--- config.mk ---
export PLATFORM = sky130hd
export DESIGN_NAME = gtf_raw_prbs_tx_gen
export DESIGN_NICKNAME = d
export VERILOG_FILES = /design/src/rtl/gtf_raw_prbs_tx_gen.sv
export SDC_FILE = /design/constraint.sdc
export NUM_CORES = 1
export LEC_CHECK = 0
export BUFFER_PORTS_ARGS = -buffer_cell sky130_fd_sc_hd__buf_2
export CAP_MARGIN = 20
export CORE_MARGIN = 2
export CORE_UTILIZATION = 55
export CTS_CLUSTER_DIAMETER = 200
export CTS_CLUSTER_SIZE = 14
export DETAILED_ROUTE_END_ITERATION = 12
export PLACE_DENSITY = 0.85
export SLEW_MARGIN = 20
export SYNTH_ARGS = -nofsm -noshare
export SYNTH_HDL_FRONTEND = slang
export SYNTH_SLANG_ARGS = --single-unit
export TNS_END_PERCENT = 100
--- constraint.sdc ---
create_clock -name gtwiz_userclk_tx_usrclk2_in -period 5.4 [get_ports gtwiz_userclk_tx_usrclk2_in]
set_clock_uncertainty 0.1 [all_clocks]
set_input_delay 1.62 -clock gtwiz_userclk_tx_usrclk2_in [delete_from_list [all_inputs] [get_ports gtwiz_userclk_tx_usrclk2_in]]
set_output_delay 1.62 -clock gtwiz_userclk_tx_usrclk2_in [all_outputs]
set_load 0.02 [all_outputs]
--- src/rtl/gtf_raw_prbs_tx_gen.sv ---
// PRBS word source for the GTF raw-mode TX path: unrolled ITU-T O.150 LFSR with a
// valid/ready output, single-bit error injection, seed reload and word/error counters.
module gtf_raw_prbs_tx_gen #(
  parameter int          DATA_WIDTH = 64,
  parameter int          PRBS_ORDER = 31,
  parameter logic [30:0] PRBS_SEED  = 31'h7FFF_FFFF
) (
  input  logic                  gtwiz_userclk_tx_usrclk2_in,
  input  logic                  gtwiz_reset_tx_n_in,
  input  logic                  enable_in,
  input  logic                  tx_ready_in,
  output logic [DATA_WIDTH-1:0] data_out,
  output logic                  data_valid_out,
  input  logic                  err_inject_in,
  input  logic                  seed_load_in,
  input  logic [30:0]           seed_in,
  output logic                  running_out,
  output logic [47:0]           word_count_out,
  output logic [15:0]           err_count_out
);

  localparam int N   = PRBS_ORDER;
  localparam int TAP = (N == 7)  ? 6  :
                       (N == 9)  ? 5  :
                       (N == 15) ? 14 :
                       (N == 23) ? 18 : 28;

  typedef enum logic [1:0] {IDLE, RUN, STOP} state_t;

  state_t                state, state_nxt;
  logic [N-1:0]          lfsr, lfsr_base, lfsr_adv;
  logic [DATA_WIDTH-1:0] word_nxt;
  logic                  load, accept, valid_nxt, inject_pending;

  // An all-zero LFSR would lock up, so it is replaced by all ones.
  function automatic logic [N-1:0] fix_seed(input logic [N-1:0] s);
    return (s == '0) ? '1 : s;
  endfunction

  function automatic logic [DATA_WIDTH+N-1:0] prbs_word(input logic [N-1:0] s_in);
    logic [N-1:0]          s;
    logic [DATA_WIDTH-1:0] w;
    logic                  b;
    s = s_in;
    w = '0;
    for (int i = 0; i < DATA_WIDTH; i++) begin
      b    = s[N-1] ^ s[TAP-1];
      w[i] = b;
      s    = {s[N-2:0], b};
    end
    return {s, w};
  endfunction

  // A seed load in IDLE takes effect before a coincident first-word computation.
  always_comb begin
    lfsr_base = lfsr;
    if (state == IDLE && seed_load_in)
      lfsr_base = fix_seed(seed_in[N-1:0]);
    {lfsr_adv, word_nxt} = prbs_word(lfsr_base);
  end

  always_comb begin
    state_nxt = state;
    load      = 1'b0;
    accept    = 1'b0;
    valid_nxt = data_valid_out;
    case (state)
      IDLE: begin
        valid_nxt = 1'b0;
        if (enable_in) begin
          load      = 1'b1;
          valid_nxt = 1'b1;
          state_nxt = RUN;
        end
      end
      RUN: begin
        accept = data_valid_out & tx_ready_in;
        if (enable_in) begin
          load = accept;
        end else if (accept) begin
          valid_nxt = 1'b0;
          state_nxt = IDLE;
        end else begin
          state_nxt = STOP;
        end
      end
      STOP: begin
        if (tx_ready_in) begin
          accept    = 1'b1;
          valid_nxt = 1'b0;
          state_nxt = IDLE;
        end
      end
      default: state_nxt = IDLE;
    endcase
  end

  always_ff @(posedge gtwiz_userclk_tx_usrclk2_in or negedge gtwiz_reset_tx_n_in) begin
    if (!gtwiz_reset_tx_n_in) begin
      state          <= IDLE;
      lfsr           <= fix_seed(PRBS_SEED[N-1:0]);
      data_out       <= '0;
      data_valid_out <= 1'b0;
      inject_pending <= 1'b0;
      word_count_out <= '0;
      err_count_out  <= '0;
    end else begin
      state          <= state_nxt;
      data_valid_out <= valid_nxt;
      lfsr           <= load ? lfsr_adv : lfsr_base;
      if (load)
        data_out <= word_nxt ^ {{(DATA_WIDTH-1){1'b0}}, inject_pending};
      // A pulse coincident with a load re-arms injection for the following word.
      inject_pending <= err_inject_in | (inject_pending & ~load);
      if (load && inject_pending && err_count_out != 16'hFFFF)
        err_count_out <= err_count_out + 16'd1;
      if (accept)
        word_count_out <= word_count_out + 48'd1;
    end
  end

  assign running_out = (state != IDLE);

endmodule

==> results.json, run 1 <==
{
  "powerDensity_nw_per_um2": 582,
  "area_delta_synth_final_pct": 17.4,
  "grt_pass1_vias": 7576,
  "rrSetupSlack_ns": 2.70,
  "core_area_um2": 15900,
  "yosysUniqueCellTypes": 54,
  "finalCritPeriodShare_pct": 70.3,
  "critPathSlowestCell": "and4_1",
  "critPathArrivalTime_ns": 4.06,
  "io_buffers": 166,
  "yosysMostFrequentCell": "dfrtp_1",
  "grt_first_pass_wirelength_um": 39700,
  "cts.sinks": 163,
  "ios": 167,
  "synth.top_cell.area_share_pct": 36.6,
  "nets": 1076,
  "cap_violations": 0,
  "gr-total-overflow": 0,
  "die_w_um": 132,
  "clockBufferDepth": 2,
  "maxSlewViolCount": 0,
  "crit_fanout": 23,
  "max_freq_ghz": 0.263,
  "max-slew-margin-rel_pct": 28.7,
  "status": "finished, final reports clean",
  "min_delay_path_depth": 1,
  "num_rows": 46,
  "cts_buffers": 17,
  "setup_violations": 0,
  "fin_crit_ns": 3.80,
  "antenna_found_initial": 2,
  "via_count": 7738,
  "rr_worst_depth": 7,
  "cts_setup_buffers": 0,
  "finalWorstSetupSlack_ns": 1.60,
  "dr.pass1.iters": 5,
  "ctsResizeCount": 0,
  "drtIter0Drc": 755,
  "synth-edff-count": 0,
  "clk_latency_ns": 0.44,
  "synthCells": 902,
  "syn_avg_cell_area_um2": 10.0,
  "ys_warn_count": 0,
  "cp-end-kind": "flop",
  "grt_max_degree": 102,
  "drcViolationCount": 0,
  "synth.cell_area_um2": 9030,
  "dp_hpwl_um": 17200,
  "h-tree-depth": 4,
  "worst_slew_pin_slew_ns": 1.07,
  "hold_viol": 0,
  "syn_nets": 946,
  "ys_ff_latch": 163,
  "seq_area_frac_synth_pct": 45.6,
  "cp_cell_sequence": "buf_2 -> nor3_1 -> and4_1 -> a211oi_2 -> or4_4 -> nand3_1",
  "die_area_um2": 17500,
  "dpl_worst_slack_ns": 1.29,
  "worstSetupPathType": "in -> reg",
  "cts_tree": "yes",
  "worstPathRequired_ns": 5.67,
  "rsz0062_at_grt": "no",
  "drt-vias-per-instance": 6.13,
  "max-vdd-ir-drop_mv": 0.366,
  "synth_area_leaders": "dfrtp_1 (37%), dfstp_2 (9.0%), xnor2_1 (8.7%)",
  "crit_path_max_incr_delay_ns": 0.97,
  "hold_class": "reg -> reg",
  "synth_area_leader_cell": "dfrtp_1",
  "fin_tns_setup_ns": 0,
  "grt_use_total_pct": 28.6,
  "drive_gt1_share_pct": 25.9,
  "ant_nets": 0,
  "crit_start": "seed_in[16]",
  "start_util_pct": 56.6,
  "r2r-start": "state[1]$_DFFE_PN0P_",
  "wl_per_cell_um": 19.6,
  "root_buffer": "clkbuf_16",
  "holdBufCountCts": 0,
  "synth_ff_type": "dfrtp_1",
  "r2r_end": "err_count_out[9]$_DFFE_PN0P_",
  "place_congestion": 0.917,
  "drt-total-wl_um": 24800,
  "synthArstFlopShare_pct": 100,
  "worstSetupStartpointType": "input pin",
  "dieHeight_um": 132,
  "path_clk_slew_ns": 0.08,
  "ys_top_cells_by_count": "dfrtp_1 (132), xnor2_1 (90), nor2_1 (85)",
  "cellLeakagePower_nw": 4.63
}
[worst max-delay path: cells and delay by family]
kind,cells,cell delay (ns)
AND/OR/NAND/NOR,4,1.98
buffers and inverters,1,0.16
AO/OA/AOI/OAI,1,0.28
[kinds of logic (layout without fill, tap and decap cells)]
logic type,Yosys count,in the layout,share of synthesized area [%]
AND/OR/NAND/NOR,288,288,17.7
AO/OA/AOI/OAI,214,214,17.2
flip-flops,163,163,45.6
XOR/XNOR,139,139,13.5
buffers and inverters,84,227,4.20
adder cells (fa/ha/maj),7,7,0.970
multiplexers,7,7,0.818
other,0,2,0
[registers in the layout, indices dropped and copies added, names as in the netlist, named ones only]
name / cells
data_out: 64
word_count_out: 48
lfsr: 30
err_count_out: 16
state: 2
data_valid_out: 1
inject_pending: 1
[cells in the final DEF, fill, tap and decap left out, types with 4 or more instances in the layout]
master and count:
nor2_1 84, nand3_1 24, xor2_1 49, ha_1 7, dfstp_2 31, a21boi_0 4
xnor2_1 90, nor3_1 21, nand4_1 12, nand2_1 63, o21a_1 20, o21ai_1 4
mux2i_1 4, a31oi_1 24, dfrtp_1 132, a21oi_1 4, nand2b_1 27, inv_8 5
nor4_4 7, a211oi_1 19, clkbuf_16 17, o21ai_0 45, a211o_1 5, and4_1 7
inv_1 21, o221ai_1 61, buf_4 5, o211ai_1 7, buf_2 165, o22ai_1 5
and2_1 17, nor4_2 8
[where the power goes]
part	switching, mW	internal, mW
clock network	0.567	0.756
logic	1.66	1.05
registers	0.399	1.73
total	2.63	3.54
[worst min path at each step]
| stage | from | slack [ns] | end |
|---|---|---|---|
| 2_1_floorplan | state[1]$_DFFE_PN0P_ | 0.40 | state[1]$_DFFE_PN0P_ |
| 6_report | word_count_out[47]$_DFFE_PN0P_ | 0.37 | word_count_out[47]$_DFFE_PN0P_ |
| 4_1_cts | word_count_out[47]$_DFFE_PN0P_ | 0.37 | word_count_out[47]$_DFFE_PN0P_ |
| 5_1_grt | word_count_out[47]$_DFFE_PN0P_ | 0.38 | word_count_out[47]$_DFFE_PN0P_ |
| 3_3_place_gp | word_count_out[47]$_DFFE_PN0P_ | 0.35 | word_count_out[47]$_DFFE_PN0P_ |
| 3_5_place_dp | word_count_out[47]$_DFFE_PN0P_ | 0.35 | word_count_out[47]$_DFFE_PN0P_ |
[layer usage]
metal	vias to the layer above	GRT usage (%)	wire length (µm)
met5	-	0	0
met4	0	12.6	802
met3	67	8.34	2440
met2	411	45.0	11700
met1	3761	37.0	9820
li1	3499	-	-
[per-stage QoR]
stage / utilization, % / area (µm²) / hold WS [ns] / power (mW) / instances
CTS: 66.4 / 10600 / 0.366 / 6.15 / 1261
global placement: 62.4 / 9950 / 0.352 / 4.75 / 1229
global route: 66.4 / 10600 / 0.376 / 6.52 / 1261
detailed placement: 62.4 / 9950 / 0.352 / 4.80 / 1229
finish: 66.5 / 10600 / 0.368 / 6.17 / 1263
floorplan: - / 9030 / 0.399 / 3.97 / 902
[final cells by class]
cell class | count | area, µm²
clock buffer | 18 | 429
fill | 1230 | 5350
inverter | 21 | 78.8
antenna | 2 | 5.00
tap | 216 | 270
clock inverter | 14 | 213
multi-input combinational | 655 | 4550
sequential | 163 | 4120
timing repair buffer | 174 | 935
Power figures use the tool's default switching activity.
==> run 2: changes to the inputs <==
- ABC_AREA: unset -> 1
- PLACE_DENSITY: 0.85 -> 0.86
- clock period: 5.4 -> 3.9 ns (I/O delays scaled with it)
==> run 2 against run 1 <==
Global-route usage up 0.68 points. Routed wire length down 5.4%. Area after synthesis down 5.2%. Non-clock buffer count down 1. Clock-buffer cell count up 3. Synthesized cell count up 20%. Core utilization up 0.62 points. Cell area down 3.8%. Setup slack worse by 0.55 ns. Sequential power up 27%. Die area down 5.0%. Hold slack better by 0.0054 ns.
==> results.json, run 2 <==
{
  "finalWorstSetupSlack_ns": 1.05,
  "io_buffers": 166,
  "gr-total-overflow": 0,
  "rr_worst_depth": 11,
  "syn_avg_cell_area_um2": 7.92,
  "synth.top_cell.area_share_pct": 38.6,
  "ys_top_cells_by_count": "nand2_1 (381), dfrtp_1 (132), nor2_1 (105)",
  "max-slew-margin-rel_pct": 48.5,
  "h-tree-depth": 4,
  "drcViolationCount": 0,
  "worstSetupStartpointType": "input pin",
  "drt-vias-per-instance": 5.49,
  "fin_hold_ws_ns": 0.373,
  "drt-total-wl_um": 23400,
  "ys_warn_count": 0,
  "ctsResizeCount": 0,
  "synth.cell_area_um2": 8560,
  "finalCritPeriodShare_pct": 73.0,
  "drtIter0Drc": 697,
  "drive_gt1_share_pct": 24.4,
  "hold_class": "reg -> reg",
  "status": "finished, final reports clean",
  "seq_area_frac_synth_pct": 48.1,
  "layoutNonFillerInstCount": 1448,
  "largest_reg_flops": 64,
  "holdBufCountCts": 0,
  "clockBufferDepth": 2,
  "dpl_cell_area_um2": 9580,
  "r2r-start": "state[0]$_DFFE_PN0P_",
  "dpl_worst_slack_ns": 0.641,
  "regMostFlops": "data_out",
  "worstHoldStart": "data_out[60]$_DFFE_PN0P_",
  "ys_ff_latch": 163,
  "dp_hpwl_um": 17100,
  "layout_commonest_cell": "nand2_1",
  "fin_tns_setup_ns": 0,
  "crit_fanout": 26,
  "wl_per_cell_um": 16.2,
  "clk_latency_ns": 0.43,
  "die_area_um2": 16600,
  "path_clk_slew_ns": 0.06,
  "ant_nets": 0,
  "place_congestion": 0.941,
  "root_buffer": "clkbuf_16",
  "antenna-diode-count": 0,
  "core_area_um2": 15200,
  "grt_first_pass_wirelength_um": 37800,
  "synthCells": 1081,
  "setup_violations": 0,
  "rsz0062_at_grt": "no",
  "area_delta_synth_final_pct": 19.2,
  "worst_slew_pin_slew_ns": 0.773,
  "synthArstFlopShare_pct": 100,
  "antenna_found_initial": 1,
  "via_count": 7948,
  "ios": 167,
  "cts_buffers": 17,
  "start_util_pct": 56.3,
  "r2r_end": "data_out[59]$_DFFE_PN0P_",
  "max-vdd-ir-drop_mv": 0.499,
  "dieHeight_um": 129,
  "fin_crit_ns": 2.85,
  "syn_nets": 1125,
  "cts.sinks": 163,
  "top_regs": "data_out x64, word_count_out x48, lfsr x30",
  "dp_cells": 1416,
  "grt_max_degree": 78,
  "dr.pass1.iters": 6,
  "rrSetupSlack_ns": 1.14,
  "yosysMostFrequentCell": "nand2_1",
  "synth_ff_type": "dfrtp_1",
  "final_cell_mix": "nand2_1 (381), buf_2 (165), dfrtp_1 (132)",
  "synth_area_leader_cell": "dfrtp_1",
  "cts_tree": "yes",
  "synth_area_leaders": "dfrtp_1 (39%), nand2_1 (17%), dfstp_2 (9.5%)",
  "cellLeakagePower_nw": 5.35,
  "grt_pass1_vias": 7568,
  "final_area_um2": 10200,
  "finalPower_mw": 8.31,
  "critPathArrivalTime_ns": 3.09,
  "synth-edff-count": 0,
  "hold_viol": 0,
  "yosysUniqueCellTypes": 39,
  "hold_path_end": "data_out[60]$_DFFE_PN0P_",
  "powerDensity_nw_per_um2": 815,
  "nets": 1291,
  "die_w_um": 129,
  "min_delay_path_depth": 2,
  "maxSlewViolCount": 0,
  "worstPathRequired_ns": 4.14,
  "num_rows": 45,
  "worstSetupPathType": "in -> reg",
  "cts_setup_buffers": 0,
  "grt_use_total_pct": 29.3,
  "cap_violations": 0,
  "cp-end-kind": "flop",
  "max_freq_ghz": 0.351,
  "postLayoutCoreUtil_pct": 67.1
}
## run 2: layer usage
metal / up-vias / part of all wire (%) / global-route usage [%] / wire (µm)
li1: 3768 / - / - / -
met1: 3765 / 42 / 39.1 / 9850
met2: 350 / 47 / 46.6 / 11100
met3: 63 / 7.8 / 6.65 / 1830
met4: 2 / 2.7 / 12.1 / 639
met5: - / 0.055 / 0 / 13
## run 2: logic make-up after synthesis
family	synth area share, %
DFF	48.1
and+or+nand+nor	33.0
buffers and inverters	5.10
AOI/OAI and AO/OA	6.39
adders and majority gates	1.02
xor gates and xnor gates	6.35
## run 2: layout make-up
class,instances,area (µm²)
Fill cell,1294,5000
Sequential cell,163,4120
Multi-Input combinational cell,810,4000
Timing Repair Buffer,173,915
Clock buffer,21,460
Inverter,82,310
Tap cell,188,235
Clock inverter,11,158
## run 2: how the worst max path moves through the flow
stage                      startpoint                        to  slack (ns)  cells past startpoint
final                      seed_in[8]        lfsr[13]$_DFF_PN1_        1.05                     13
after global routing       seed_in[8]        lfsr[13]$_DFF_PN1_        0.87                     13
after CTS                  seed_in[8]        lfsr[13]$_DFF_PN1_        1.09                     13
after detailed placement   seed_in[8]        lfsr[13]$_DFF_PN1_        0.64                     13
after global placement     seed_in[6]        lfsr[13]$_DFF_PN1_        0.69                     13
after floorplan           seed_in[28]  data_out[55]$_DFFE_PN0P_        1.34                     13
## run 2: power breakdown
part           leakage [nW]  switching, mW  internal (mW)
combinational          3.04           2.67           1.15
clock                 0.306          0.678           1.10
sequential             2.00          0.319           2.39
total                  5.35           3.67           4.65
## run 2: worst max-delay path: stages
cell and delay, ns:
buf_2 0.10, nor2_1 0.11, nand2_1 0.07, nor2_1 0.17
nand2_1 0.16, nor2_8 0.34, inv_4 0.16, nand2_1 0.10
o21ai_1 0.16, inv_1 0.20, nand2_1 0.07, nand3_1 0.16
o21ai_0 0.12
